### src/rtl/audio_cfg_arbiter_if.sv
// Bundle of requester command/response signals and the AXI4-Lite
// configuration master port of audio_cfg_arbiter.
// master = arbiter view, slave = environment (requesters + cfg slave) view.
interface audio_cfg_arbiter_if #(
  parameter int ADDR_W = 32,
  parameter int DATA_W = 32
);
  // requester 0
  logic              req0_valid_i;
  logic              req0_we_i;
  logic [ADDR_W-1:0] req0_addr_i;
  logic [DATA_W-1:0] req0_wdata_i;
  logic              req0_ready_o;
  logic              req0_done_o;
  logic [DATA_W-1:0] req0_rdata_o;
  logic [1:0]        req0_resp_o;
  // requester 1
  logic              req1_valid_i;
  logic              req1_we_i;
  logic [ADDR_W-1:0] req1_addr_i;
  logic [DATA_W-1:0] req1_wdata_i;
  logic              req1_ready_o;
  logic              req1_done_o;
  logic [DATA_W-1:0] req1_rdata_o;
  logic [1:0]        req1_resp_o;
  // AXI4-Lite configuration port
  logic                cfg_awvalid_o;
  logic [ADDR_W-1:0]   cfg_awaddr_o;
  logic                cfg_wvalid_o;
  logic [DATA_W-1:0]   cfg_wdata_o;
  logic [DATA_W/8-1:0] cfg_wstrb_o;
  logic                cfg_bready_o;
  logic                cfg_arvalid_o;
  logic [ADDR_W-1:0]   cfg_araddr_o;
  logic                cfg_rready_o;
  logic                cfg_awready_i;
  logic                cfg_wready_i;
  logic                cfg_bvalid_i;
  logic [1:0]          cfg_bresp_i;
  logic                cfg_arready_i;
  logic                cfg_rvalid_i;
  logic [DATA_W-1:0]   cfg_rdata_i;
  logic [1:0]          cfg_rresp_i;
  // status
  logic                busy_o;

  modport master (
    input  req0_valid_i, req0_we_i, req0_addr_i, req0_wdata_i,
    output req0_ready_o, req0_done_o, req0_rdata_o, req0_resp_o,
    input  req1_valid_i, req1_we_i, req1_addr_i, req1_wdata_i,
    output req1_ready_o, req1_done_o, req1_rdata_o, req1_resp_o,
    output cfg_awvalid_o, cfg_awaddr_o, cfg_wvalid_o, cfg_wdata_o, cfg_wstrb_o,
    output cfg_bready_o, cfg_arvalid_o, cfg_araddr_o, cfg_rready_o,
    input  cfg_awready_i, cfg_wready_i, cfg_bvalid_i, cfg_bresp_i,
    input  cfg_arready_i, cfg_rvalid_i, cfg_rdata_i, cfg_rresp_i,
    output busy_o
  );

  modport slave (
    output req0_valid_i, req0_we_i, req0_addr_i, req0_wdata_i,
    input  req0_ready_o, req0_done_o, req0_rdata_o, req0_resp_o,
    output req1_valid_i, req1_we_i, req1_addr_i, req1_wdata_i,
    input  req1_ready_o, req1_done_o, req1_rdata_o, req1_resp_o,
    input  cfg_awvalid_o, cfg_awaddr_o, cfg_wvalid_o, cfg_wdata_o, cfg_wstrb_o,
    input  cfg_bready_o, cfg_arvalid_o, cfg_araddr_o, cfg_rready_o,
    output cfg_awready_i, cfg_wready_i, cfg_bvalid_i, cfg_bresp_i,
    output cfg_arready_i, cfg_rvalid_i, cfg_rdata_i, cfg_rresp_i,
    input  busy_o
  );
endinterface

### src/rtl/audio_cfg_arbiter.sv
// Two-requester round-robin arbiter that turns single-word register
// commands into one complete AXI4-Lite transaction at a time and routes
// the response back to the requester that issued the command.
module audio_cfg_arbiter #(
  parameter int ADDR_W = 32,
  parameter int DATA_W = 32
) (
  input  logic clk_i,
  input  logic rst_i,
  audio_cfg_arbiter_if.master bus
);

  localparam int STRB_W = DATA_W / 8;

  typedef enum logic [2:0] {
    IDLE    = 3'd0,
    WR_REQ  = 3'd1,
    WR_RESP = 3'd2,
    RD_REQ  = 3'd3,
    RD_RESP = 3'd4,
    DONE    = 3'd5
  } state_t;

  state_t              state_q, state_d;
  logic                last_q, last_d;     // 1 = requester 1 served last
  logic                owner_q, owner_d;   // requester of the command in flight
  logic                awvalid_q, awvalid_d;
  logic                wvalid_q, wvalid_d;
  logic                bready_q, bready_d;
  logic                arvalid_q, arvalid_d;
  logic                rready_q, rready_d;
  logic [ADDR_W-1:0]   awaddr_q, awaddr_d;
  logic [ADDR_W-1:0]   araddr_q, araddr_d;
  logic [DATA_W-1:0]   wdata_q, wdata_d;
  logic [STRB_W-1:0]   wstrb_q, wstrb_d;
  logic                done0_q, done0_d;
  logic                done1_q, done1_d;
  logic [DATA_W-1:0]   rdata0_q, rdata0_d;
  logic [DATA_W-1:0]   rdata1_q, rdata1_d;
  logic [1:0]          resp0_q, resp0_d;
  logic [1:0]          resp1_q, resp1_d;
  logic                busy_q, busy_d;

  logic                grant_s;
  logic                idle_s;
  logic                ready0_s, ready1_s, accept_s;
  logic                acc_we_s;
  logic [ADDR_W-1:0]   acc_addr_s;
  logic [DATA_W-1:0]   acc_wdata_s;
  logic                aw_left_s, w_left_s;

  // Round-robin grant: a lone valid wins, contention goes to the one not served last
  always_comb begin
    grant_s = 1'b0;
    if (bus.req0_valid_i && !bus.req1_valid_i) begin
      grant_s = 1'b0;
    end else if (!bus.req0_valid_i && bus.req1_valid_i) begin
      grant_s = 1'b1;
    end else if (bus.req0_valid_i && bus.req1_valid_i) begin
      grant_s = ~last_q;
    end else begin
      grant_s = 1'b0;
    end
  end

  // Ready is gated by rst_i so nothing is offered while reset is held
  assign idle_s   = rst_i && (state_q == IDLE);
  assign ready0_s = idle_s && bus.req0_valid_i && !grant_s;
  assign ready1_s = idle_s && bus.req1_valid_i && grant_s;
  assign accept_s = ready0_s || ready1_s;

  assign acc_we_s    = grant_s ? bus.req1_we_i    : bus.req0_we_i;
  assign acc_addr_s  = grant_s ? bus.req1_addr_i  : bus.req0_addr_i;
  assign acc_wdata_s = grant_s ? bus.req1_wdata_i : bus.req0_wdata_i;

  // AW and W each stay pending until their own handshake
  assign aw_left_s = awvalid_q && !bus.cfg_awready_i;
  assign w_left_s  = wvalid_q && !bus.cfg_wready_i;

  // Transaction sequencer: next state and next value of every registered output
  always_comb begin
    state_d   = state_q;
    last_d    = last_q;
    owner_d   = owner_q;
    awvalid_d = awvalid_q;
    wvalid_d  = wvalid_q;
    bready_d  = bready_q;
    arvalid_d = arvalid_q;
    rready_d  = rready_q;
    awaddr_d  = awaddr_q;
    araddr_d  = araddr_q;
    wdata_d   = wdata_q;
    wstrb_d   = wstrb_q;
    done0_d   = 1'b0;
    done1_d   = 1'b0;
    rdata0_d  = rdata0_q;
    rdata1_d  = rdata1_q;
    resp0_d   = resp0_q;
    resp1_d   = resp1_q;
    case (state_q)
      IDLE: begin
        if (accept_s) begin
          owner_d = grant_s;
          last_d  = grant_s;
          if (acc_we_s) begin
            state_d   = WR_REQ;
            awvalid_d = 1'b1;
            wvalid_d  = 1'b1;
            awaddr_d  = acc_addr_s;
            wdata_d   = acc_wdata_s;
            wstrb_d   = {STRB_W{1'b1}};
          end else begin
            state_d   = RD_REQ;
            arvalid_d = 1'b1;
            araddr_d  = acc_addr_s;
          end
        end else begin
          state_d = IDLE;
        end
      end
      WR_REQ: begin
        awvalid_d = aw_left_s;
        wvalid_d  = w_left_s;
        if (!aw_left_s && !w_left_s) begin
          state_d  = WR_RESP;
          bready_d = 1'b1;
        end else begin
          state_d = WR_REQ;
        end
      end
      WR_RESP: begin
        if (bus.cfg_bvalid_i) begin
          state_d  = DONE;
          bready_d = 1'b0;
          if (owner_q) begin
            done1_d  = 1'b1;
            rdata1_d = {DATA_W{1'b0}};
            resp1_d  = bus.cfg_bresp_i;
          end else begin
            done0_d  = 1'b1;
            rdata0_d = {DATA_W{1'b0}};
            resp0_d  = bus.cfg_bresp_i;
          end
        end else begin
          state_d = WR_RESP;
        end
      end
      RD_REQ: begin
        if (bus.cfg_arready_i) begin
          state_d   = RD_RESP;
          arvalid_d = 1'b0;
          rready_d  = 1'b1;
        end else begin
          state_d = RD_REQ;
        end
      end
      RD_RESP: begin
        if (bus.cfg_rvalid_i) begin
          state_d  = DONE;
          rready_d = 1'b0;
          if (owner_q) begin
            done1_d  = 1'b1;
            rdata1_d = bus.cfg_rdata_i;
            resp1_d  = bus.cfg_rresp_i;
          end else begin
            done0_d  = 1'b1;
            rdata0_d = bus.cfg_rdata_i;
            resp0_d  = bus.cfg_rresp_i;
          end
        end else begin
          state_d = RD_RESP;
        end
      end
      DONE: begin
        state_d = IDLE;
        wstrb_d = {STRB_W{1'b0}};
      end
      default: begin
        state_d   = IDLE;
        awvalid_d = 1'b0;
        wvalid_d  = 1'b0;
        bready_d  = 1'b0;
        arvalid_d = 1'b0;
        rready_d  = 1'b0;
        wstrb_d   = {STRB_W{1'b0}};
      end
    endcase
    busy_d = (state_d != IDLE);
  end

  // State and output registers; reset discards any command in flight
  always_ff @(posedge clk_i or negedge rst_i) begin
    if (!rst_i) begin
      state_q   <= IDLE;
      last_q    <= 1'b1;
      owner_q   <= 1'b0;
      awvalid_q <= 1'b0;
      wvalid_q  <= 1'b0;
      bready_q  <= 1'b0;
      arvalid_q <= 1'b0;
      rready_q  <= 1'b0;
      awaddr_q  <= {ADDR_W{1'b0}};
      araddr_q  <= {ADDR_W{1'b0}};
      wdata_q   <= {DATA_W{1'b0}};
      wstrb_q   <= {STRB_W{1'b0}};
      done0_q   <= 1'b0;
      done1_q   <= 1'b0;
      rdata0_q  <= {DATA_W{1'b0}};
      rdata1_q  <= {DATA_W{1'b0}};
      resp0_q   <= 2'b00;
      resp1_q   <= 2'b00;
      busy_q    <= 1'b0;
    end else begin
      state_q   <= state_d;
      last_q    <= last_d;
      owner_q   <= owner_d;
      awvalid_q <= awvalid_d;
      wvalid_q  <= wvalid_d;
      bready_q  <= bready_d;
      arvalid_q <= arvalid_d;
      rready_q  <= rready_d;
      awaddr_q  <= awaddr_d;
      araddr_q  <= araddr_d;
      wdata_q   <= wdata_d;
      wstrb_q   <= wstrb_d;
      done0_q   <= done0_d;
      done1_q   <= done1_d;
      rdata0_q  <= rdata0_d;
      rdata1_q  <= rdata1_d;
      resp0_q   <= resp0_d;
      resp1_q   <= resp1_d;
      busy_q    <= busy_d;
    end
  end

  assign bus.req0_ready_o  = ready0_s;
  assign bus.req1_ready_o  = ready1_s;
  assign bus.req0_done_o   = done0_q;
  assign bus.req1_done_o   = done1_q;
  assign bus.req0_rdata_o  = rdata0_q;
  assign bus.req1_rdata_o  = rdata1_q;
  assign bus.req0_resp_o   = resp0_q;
  assign bus.req1_resp_o   = resp1_q;
  assign bus.cfg_awvalid_o = awvalid_q;
  assign bus.cfg_awaddr_o  = awaddr_q;
  assign bus.cfg_wvalid_o  = wvalid_q;
  assign bus.cfg_wdata_o   = wdata_q;
  assign bus.cfg_wstrb_o   = wstrb_q;
  assign bus.cfg_bready_o  = bready_q;
  assign bus.cfg_arvalid_o = arvalid_q;
  assign bus.cfg_araddr_o  = araddr_q;
  assign bus.cfg_rready_o  = rready_q;
  assign bus.busy_o        = busy_q;

endmodule

### src/flat_wrapper.sv
// flat-port wrapper written by rule: the top's interface ports become plain ports
module audio_cfg_arbiter_flat 
#(
  parameter int ADDR_W = 32,
  parameter int DATA_W = 32
)
  (clk_i, rst_i, bus_req0_valid_i, bus_req0_we_i, bus_req0_addr_i, bus_req0_wdata_i, bus_req0_ready_o, bus_req0_done_o, bus_req0_rdata_o, bus_req0_resp_o, bus_req1_valid_i, bus_req1_we_i, bus_req1_addr_i, bus_req1_wdata_i, bus_req1_ready_o, bus_req1_done_o, bus_req1_rdata_o, bus_req1_resp_o, bus_cfg_awvalid_o, bus_cfg_awaddr_o, bus_cfg_wvalid_o, bus_cfg_wdata_o, bus_cfg_wstrb_o, bus_cfg_bready_o, bus_cfg_arvalid_o, bus_cfg_araddr_o, bus_cfg_rready_o, bus_cfg_awready_i, bus_cfg_wready_i, bus_cfg_bvalid_i, bus_cfg_bresp_i, bus_cfg_arready_i, bus_cfg_rvalid_i, bus_cfg_rdata_i, bus_cfg_rresp_i, bus_busy_o);
  audio_cfg_arbiter_if #(.ADDR_W(ADDR_W), .DATA_W(DATA_W)) bus_i ();
  input  logic clk_i;
  input  logic rst_i;
  input wire logic [$bits(bus_i.req0_valid_i)-1:0] bus_req0_valid_i;
  input wire logic [$bits(bus_i.req0_we_i)-1:0] bus_req0_we_i;
  input wire logic [$bits(bus_i.req0_addr_i)-1:0] bus_req0_addr_i;
  input wire logic [$bits(bus_i.req0_wdata_i)-1:0] bus_req0_wdata_i;
  output wire logic [$bits(bus_i.req0_ready_o)-1:0] bus_req0_ready_o;
  output wire logic [$bits(bus_i.req0_done_o)-1:0] bus_req0_done_o;
  output wire logic [$bits(bus_i.req0_rdata_o)-1:0] bus_req0_rdata_o;
  output wire logic [$bits(bus_i.req0_resp_o)-1:0] bus_req0_resp_o;
  input wire logic [$bits(bus_i.req1_valid_i)-1:0] bus_req1_valid_i;
  input wire logic [$bits(bus_i.req1_we_i)-1:0] bus_req1_we_i;
  input wire logic [$bits(bus_i.req1_addr_i)-1:0] bus_req1_addr_i;
  input wire logic [$bits(bus_i.req1_wdata_i)-1:0] bus_req1_wdata_i;
  output wire logic [$bits(bus_i.req1_ready_o)-1:0] bus_req1_ready_o;
  output wire logic [$bits(bus_i.req1_done_o)-1:0] bus_req1_done_o;
  output wire logic [$bits(bus_i.req1_rdata_o)-1:0] bus_req1_rdata_o;
  output wire logic [$bits(bus_i.req1_resp_o)-1:0] bus_req1_resp_o;
  output wire logic [$bits(bus_i.cfg_awvalid_o)-1:0] bus_cfg_awvalid_o;
  output wire logic [$bits(bus_i.cfg_awaddr_o)-1:0] bus_cfg_awaddr_o;
  output wire logic [$bits(bus_i.cfg_wvalid_o)-1:0] bus_cfg_wvalid_o;
  output wire logic [$bits(bus_i.cfg_wdata_o)-1:0] bus_cfg_wdata_o;
  output wire logic [$bits(bus_i.cfg_wstrb_o)-1:0] bus_cfg_wstrb_o;
  output wire logic [$bits(bus_i.cfg_bready_o)-1:0] bus_cfg_bready_o;
  output wire logic [$bits(bus_i.cfg_arvalid_o)-1:0] bus_cfg_arvalid_o;
  output wire logic [$bits(bus_i.cfg_araddr_o)-1:0] bus_cfg_araddr_o;
  output wire logic [$bits(bus_i.cfg_rready_o)-1:0] bus_cfg_rready_o;
  input wire logic [$bits(bus_i.cfg_awready_i)-1:0] bus_cfg_awready_i;
  input wire logic [$bits(bus_i.cfg_wready_i)-1:0] bus_cfg_wready_i;
  input wire logic [$bits(bus_i.cfg_bvalid_i)-1:0] bus_cfg_bvalid_i;
  input wire logic [$bits(bus_i.cfg_bresp_i)-1:0] bus_cfg_bresp_i;
  input wire logic [$bits(bus_i.cfg_arready_i)-1:0] bus_cfg_arready_i;
  input wire logic [$bits(bus_i.cfg_rvalid_i)-1:0] bus_cfg_rvalid_i;
  input wire logic [$bits(bus_i.cfg_rdata_i)-1:0] bus_cfg_rdata_i;
  input wire logic [$bits(bus_i.cfg_rresp_i)-1:0] bus_cfg_rresp_i;
  output wire logic [$bits(bus_i.busy_o)-1:0] bus_busy_o;
  assign bus_i.req0_valid_i = bus_req0_valid_i;
  assign bus_i.req0_we_i = bus_req0_we_i;
  assign bus_i.req0_addr_i = bus_req0_addr_i;
  assign bus_i.req0_wdata_i = bus_req0_wdata_i;
  assign bus_req0_ready_o = bus_i.req0_ready_o;
  assign bus_req0_done_o = bus_i.req0_done_o;
  assign bus_req0_rdata_o = bus_i.req0_rdata_o;
  assign bus_req0_resp_o = bus_i.req0_resp_o;
  assign bus_i.req1_valid_i = bus_req1_valid_i;
  assign bus_i.req1_we_i = bus_req1_we_i;
  assign bus_i.req1_addr_i = bus_req1_addr_i;
  assign bus_i.req1_wdata_i = bus_req1_wdata_i;
  assign bus_req1_ready_o = bus_i.req1_ready_o;
  assign bus_req1_done_o = bus_i.req1_done_o;
  assign bus_req1_rdata_o = bus_i.req1_rdata_o;
  assign bus_req1_resp_o = bus_i.req1_resp_o;
  assign bus_cfg_awvalid_o = bus_i.cfg_awvalid_o;
  assign bus_cfg_awaddr_o = bus_i.cfg_awaddr_o;
  assign bus_cfg_wvalid_o = bus_i.cfg_wvalid_o;
  assign bus_cfg_wdata_o = bus_i.cfg_wdata_o;
  assign bus_cfg_wstrb_o = bus_i.cfg_wstrb_o;
  assign bus_cfg_bready_o = bus_i.cfg_bready_o;
  assign bus_cfg_arvalid_o = bus_i.cfg_arvalid_o;
  assign bus_cfg_araddr_o = bus_i.cfg_araddr_o;
  assign bus_cfg_rready_o = bus_i.cfg_rready_o;
  assign bus_i.cfg_awready_i = bus_cfg_awready_i;
  assign bus_i.cfg_wready_i = bus_cfg_wready_i;
  assign bus_i.cfg_bvalid_i = bus_cfg_bvalid_i;
  assign bus_i.cfg_bresp_i = bus_cfg_bresp_i;
  assign bus_i.cfg_arready_i = bus_cfg_arready_i;
  assign bus_i.cfg_rvalid_i = bus_cfg_rvalid_i;
  assign bus_i.cfg_rdata_i = bus_cfg_rdata_i;
  assign bus_i.cfg_rresp_i = bus_cfg_rresp_i;
  assign bus_busy_o = bus_i.busy_o;
  audio_cfg_arbiter #(.ADDR_W(ADDR_W), .DATA_W(DATA_W)) u_core (.clk_i(clk_i), .rst_i(rst_i), .bus(bus_i));
endmodule
### config.mk
export PLATFORM = sky130hd
export DESIGN_NAME = audio_cfg_arbiter_flat
export DESIGN_NICKNAME = d
export VERILOG_FILES = /design/src/rtl/audio_cfg_arbiter_if.sv /design/src/rtl/audio_cfg_arbiter.sv /design/src/flat_wrapper.sv
export SDC_FILE = /design/constraint.sdc
export NUM_CORES = 1
export LEC_CHECK = 0
export CORE_ASPECT_RATIO = 0.5
export CORE_MARGIN = 2
export CORE_UTILIZATION = 45
export CTS_CLUSTER_SIZE = 12
export DETAILED_ROUTE_END_ITERATION = 7
export PLACE_DENSITY = 0.92
export REMOVE_ABC_BUFFERS = 1
export SKIP_CTS_REPAIR_TIMING = 1
export SLEW_MARGIN = 10
export SYNTH_ARGS = -nofsm -noshare
export SYNTH_HDL_FRONTEND = slang
export SYNTH_SLANG_ARGS = --single-unit
### constraint.sdc
create_clock -name clk_i -period 3.3 [get_ports clk_i]
set_input_delay 0.495 -clock clk_i [delete_from_list [all_inputs] [get_ports clk_i]]
set_output_delay 0.495 -clock clk_i [all_outputs]
set_load 0.02 [all_outputs]
=== Yosys cells after proc, flatten, opt, wreduce, memory -nomap -nowiden ===
Cells that the tools add are included.

* Bitwise gates (word level): 7
* Reduce and logical (&&, ||, !) cells: 37
* Div/mod/pow operators: 0
* Shift-type cells: 0
* Magnitude comparators: 0
* $add $sub $neg: 0
* $mul: 0
* Equality and inequality tests: 16
* Mux-type cells: 58

{| class="wikitable"
|+ Operators with widths
! operator !! count
|-
| 32-bit two-way mux || 10
|-
| 32-bit case mux with 2 select lines || 2
|-
| 2-bit two-way mux || 11
|-
| 1-bit two-way mux || 20
|-
| 4-bit OR reduction || 5
|-
| 3-bit AND reduction || 6
|-
| 1-bit case mux with 3 select lines || 5
|-
| 3-bit case mux with 5 select lines || 1
|-
| 2-bit inequality test, second input constant || 6
|-
| 1-bit logical AND || 11
|-
| 2-bit by 1-bit inequality test with 1-bit output, second input constant || 5
|-
| 5-bit AND reduction || 2
|-
| 4-bit two-way mux || 2
|-
| 2-bit case mux with 2 select lines || 2
|-
| 4-bit case mux with 2 select lines || 1
|-
| 1-bit zero test || 7
|-
| 1-bit NOT || 7
|-
| 3-bit by 2-bit equality test with 1-bit output, second input constant || 2
|-
| 3-bit equality test, second input constant || 2
|-
| 3-bit two-way mux || 2
|-
| 1-bit case mux with 2 select lines || 2
|-
| 4-bit AND reduction || 1
|-
| 3-bit by 1-bit equality test with 1-bit output, second input constant || 1
|-
| 3-bit zero test || 1
|-
| other kinds (4) || 4
|}

* Bits in writable memories: 0
* ROM bits: 0
* Memories: 0
* Logic and storage cells: 137
* Register bits: 181
* Bits of input ports: 175
* Latch bits: 0

=== Longest topological paths before layout ===
* Depth after elaboration: 10
* Gate-level depth with buffers: 7

=== Worst setup path before layout ===
OpenSTA, ideal clock, no wires.

* Kind: input-to-output
* Start: input bus_req1_valid_i
* End: output bus_req1_ready_o
* Path slack: 1400 ps
* Stages: 4
* Arrival: 1405 ps
* Required time: 2805 ps
* Buffers on the path: 2
* Path through: a21boi_2 -> buf_2 -> buf_2 -> and2_1

* Cells in the longest elaborated chain, start to end: 5

{| class="wikitable"
|+ Ends and longest elaborated chain
! item !! RTL line !! RTL
|-
| start: declaration || flat_wrapper.sv:19 || <nowiki>input wire logic [$bits(bus_i.req1_valid_i)-1:0] bus_req1_valid_i;</nowiki>
|-
| 1-bit logical AND || audio_cfg_arbiter.sv:59 || <nowiki>end else if (bus.req0_valid_i && bus.req1_valid_i) begin</nowiki>
|-
| 1-bit two-way mux || audio_cfg_arbiter.sv:59 ||
|-
| 1-bit two-way mux || audio_cfg_arbiter.sv:57 || <nowiki>end else if (!bus.req0_valid_i && bus.req1_valid_i) begin</nowiki>
|-
| 1-bit two-way mux || audio_cfg_arbiter.sv:55 || <nowiki>if (bus.req0_valid_i && !bus.req1_valid_i) begin</nowiki>
|-
| 1-bit logical AND (*) || audio_cfg_arbiter.sv:69 || <nowiki>assign ready1_s = idle_s && bus.req1_valid_i && grant_s;</nowiki>
|-
| end: declaration || flat_wrapper.sv:23 || <nowiki>output wire logic [$bits(bus_i.req1_ready_o)-1:0] bus_req1_ready_o;</nowiki>
|}

Mark *: on every way between the ends. The rest lies on a longest branch, timed or not.

=== Worst setup path after layout ===
* Start: register u_core.state_q[1]
* End: output bus_req1_ready_o

* Cells in the longest elaborated chain, start to end: 4

{| class="wikitable"
|+ Ends and longest elaborated chain
! item !! RTL line !! RTL
|-
| start: declaration || audio_cfg_arbiter.sv:24 || <nowiki>state_t state_q, state_d;</nowiki>
|-
| start signal: assignment || audio_cfg_arbiter.sv:214 || <nowiki>state_q <= state_d;</nowiki>
|-
| 3-bit zero test || audio_cfg_arbiter.sv:67 || <nowiki>assign idle_s = rst_i && (state_q == IDLE);</nowiki>
|-
| 1-bit logical AND || audio_cfg_arbiter.sv:67 ||
|-
| 1-bit logical AND (2 in series) || audio_cfg_arbiter.sv:69 ||
|}

Every way passes these cells.

==> results.md <==
- The run finished with clean final reports.
- After floorplanning, the core was sized to cover ~17000 µm².
- Dividing the detail-routed wire length by the instance count gives 17.5 µm.
- The number of placement rows is 33.
- The count of nets left with antenna violations once routing finished came out at 0.
- After synthesis, the share of cell area in mux cells is 0.253.
- Entering global routing, the biggest net connects 179 pins.
- The number of global-route vias before repair came to between 5k and 6k.
- The worst-case vdd ir drop is between 0.4 and 0.5 mV.
- The worst-case headroom to the max-slew limit is 0.268.
- Clock tree synthesis found a total of approximately 180 sinks.
- The largest driver fanout on the critical path is 16.
- The number of antenna violations at the first check in global routing came to 0.
- The count of cell types in the netlist is 36.
- The post-synthesis adder-cell area fraction is 0.
- The remaining routing DRC violations is 0.
- Of all flip-flops after synthesis, the portion carrying an async set or reset was 1.00.
- The total count of max-transition violations in the final report is 0.
- The starting density of the core is 0.465.
- The min-delay analysis places its worst path in the category in2async.
- Of the total synthesized cell area, the portion taken by XOR and XNOR cells is 0.
- TritonCTS built the clock tree.
- The post-synthesis compound-gate area fraction is 0.0666.
- At the worst endpoint, the required time is approximately 2.8 ns.
- The cell area that synthesis handed to floorplanning was just under 8000 µm².
- During synthesis, Yosys emitted a total of 0 warnings.
- Buffers placed on the I/O ports in this run total ~350.
- The die boundary height is about 97 µm.
- The first TritonRoute pass finished after 4 iterations.
- The net total in the final layout is about 1.1k.
- The power per unit of standard cell area is roughly 950 nW/µm².
- No sink is reached through more buffers than the 2 on the longest clock path.
- The residual overflow from global routing is 0.
- STA classifies the critical path startpoint as a flop.
- At the end of the flow the core is filled with cells to 0.726.
- Once detailed placement completed, the half-perimeter wirelength came to 15.1 mm.
- The minimum clock period is between 2 and 3 ns.
- The final total power is 11.4 mW.
- After routing, the total negative slack on setup checks comes to 0 ns.
- At the later pin of the worst-skew pair, clock insertion delay measures just over 0.4 ns.
- Across every metal layer, demand over resource in global routing totals 0.221.
- Relative to the synthesized area, the layout overhead comes to 56.0%.
- The number of flops mapped to enable cells by yosys is 0.
- The floorplan die width is approximately 190 µm.
- Setup repair after global routing left no endpoint under its margin.
- The post-place instance area is 11400 µm².
- The clock tree skew after final layout is about 0.013 ns.
- The number of top-level design ports is ~350.
- The violation count after the first detailed-routing iteration is ~260.
- The total wirelength of the detailed-routed design is 20.6 mm.
- The clock transition at the register clock pins on the worst setup and hold paths after CTS is about 0.07 ns.
- The depth of the CTS H-tree is 4.
- The static leakage is ~5.1 nW.
- The fraction of layout instances using a drive strength above 1 is 0.147.
- Of the available clock period, the critical path in the final layout requires 0.821.
- The number of failing hold endpoints at the final stage came to 0.
- The routed layout has between 5k and 6k vias.
- The cell sitting at the root of the clock tree is a clkbuf_16.
- After synthesis, the largest family of logic cells by area is multiplexers.
- The worst setup path is captured at an output pin.
- The number of buffers created by CTS is 17.
- Timing would allow up to 0.369 GHz.
- The synthesized-area fraction occupied by and/or/nand/nor cells is 0.0676.
- The per-instance average area after synthesis is 12.7 µm².
- Max-cap violations in this run came to 0.
- In this run, synthesis produced a sequential element count of around 180.
- Once layout is done, the placed cells without fillers occupy approximately 12000 µm².
- The antenna cell count is 0.
- Using the TritonRoute via totals, the vias-per-cell ratio works out to 4.93.
- For this run, the register share of the synthesized area comes to 0.578.
- The data arrival time at the worst-slack endpoint is 2.21 ns.
- The critical path in this run is classified as reg2out.
- The final weighted congestion in routability-driven placement is roughly 0.80.
- At the pin with the least slew margin, the transition time is between 1 and 1.5 ns.
- In the synthesized netlist, the number of instances is slightly above 600.
- The number of failing setup endpoints in the final timing report is 0.
- The first-pass GRT wire length is ~31 mm.
- Among all flip-flop cells after synthesis, the most frequent one is dfrtp_1.
- The die covers 18200 µm².
[area by class of cell]
class	count	area, µm²
Fill cell	1136	4540
Clock buffer	21	470
Timing Repair Buffer	358	3610
Inverter	7	26.3
Clock inverter	11	175
Tap cell	227	284
Sequential cell	178	4460
Multi-Input combinational cell	379	3000
[state kept, by name, summed over array words and instances (netlist names)]
signal                    cells
u_core.bus.cfg_wvalid_o       1
u_core.bus.req0_done_o        1
u_core.state_q                3
u_core.bus.req0_resp_o        2
u_core.bus.cfg_awaddr_o      32
u_core.bus.req1_resp_o        2
u_core.last_q                 1
u_core.bus.cfg_awvalid_o      1
u_core.bus.cfg_wstrb_o        1
u_core.bus.cfg_arvalid_o      1
u_core.bus.req1_done_o        1
u_core.bus.cfg_rready_o       1
u_core.bus.cfg_bready_o       1
u_core.owner_q                1
u_core.bus.req0_rdata_o      32
u_core.bus.busy_o             1
u_core.bus.cfg_wdata_o       32
u_core.bus.cfg_araddr_o      32
u_core.bus.req1_rdata_o      32
[cell usage after synthesis, types with 2 or more instances]
cell type	number	share of area
and2_1	2	0.0016
mux2i_1	4	0.0052
a21o_1	4	0.0039
buf_1	4	0.0019
nand3b_1	2	0.0019
a211o_1	3	0.0034
buf_2	12	0.0078
dfrtp_1	177	0.58
nor2_1	2	0.00098
nor2b_1	4	0.0032
mux2_1	68	0.099
o21ai_1	37	0.024
inv_1	7	0.0034
mux2_4	28	0.055
a31o_2	2	0.0023
clkbuf_1	15	0.0073
buf_6	7	0.010
nand2_1	106	0.052
mux2_2	64	0.094
o21ai_0	36	0.023
buf_4	4	0.0039
a21oi_1	4	0.0026
[cells in the final DEF (no fill, tap or decap), types with 2 or more instances in the layout]
cell / count
clkbuf_16: 17
buf_4: 3
mux2_1: 68
bufinv_16: 4
and2_1: 2
a211o_2: 2
o21ai_1: 37
clkbuf_8: 3
o21ai_0: 36
buf_12: 3
clkinv_4: 2
inv_1: 7
mux2_4: 28
clkdlybuf4s50_1: 351
clkinvlp_4: 2
nand3b_1: 2
a21oi_1: 4
inv_6: 2
nor2b_1: 4
nor2_1: 2
mux2i_1: 4
mux2_2: 64
dfrtp_1: 177
a21o_1: 4
nand2_1: 106
a31o_2: 2
[kinds of logic (layout without fill, tap and decap cells)]
kind of cell | count (synthesis) | count (layout)
AOI/OAI and AO/OA | 92 | 92
muxes | 164 | 164
buffers and inverters | 49 | 397
and+or+nand+nor | 123 | 123
DFF | 178 | 178
[stage by stage]
stage	instances	hold slack, ns	worst slack, ns
2_1_floorplan	564	0.199	-1.80
3_3_place_gp	1149	0.461	0.750
3_5_place_dp	1149	0.471	0.667
4_1_cts	1181	0.337	0.583
5_1_grt	1181	0.325	0.514
6_report	1181	0.271	0.590
[final timing paths]
check                                             from                          end  slack, ns  cells after the start
max                                  u_core.state_q[1]             bus_req1_ready_o       0.59                      3
min                                              rst_i   u_core.bus.req1_rdata_o[5]       0.27                      2
max reg2reg                          u_core.state_q[1]  u_core.bus.req1_rdata_o[14]       1.08                      3
min reg2reg                u_core.bus.req1_rdata_o[11]  u_core.bus.req1_rdata_o[11]       0.48                      2
max in group asynchronous                        rst_i  u_core.bus.cfg_awaddr_o[26]       2.33                      2
min in group clk_i         u_core.bus.req1_rdata_o[11]  u_core.bus.req1_rdata_o[11]       0.48                      2
[metal layers]
layer  share of wire  track usage
met2            0.54        0.418
met4           0.018       0.0703
met3           0.060       0.0524
met5               0            0
met1            0.38        0.253
[power breakdown]
part	internal (mW)	switching, mW	leakage [nW]	total (mW)
clock network	1.34	0.841	0.310	2.18
registers	3.19	0.609	2.25	3.80
logic	2.73	2.65	2.52	5.38
[worst max-delay path, cell delays in order, from the launching register on]
cell and delay (ns):
dfrtp_1 0.56, nor4b_4 0.41, and2_1 0.22, clkdlybuf4s50_1 0.61
No activity file was read; power rests on OpenSTA's default activity.
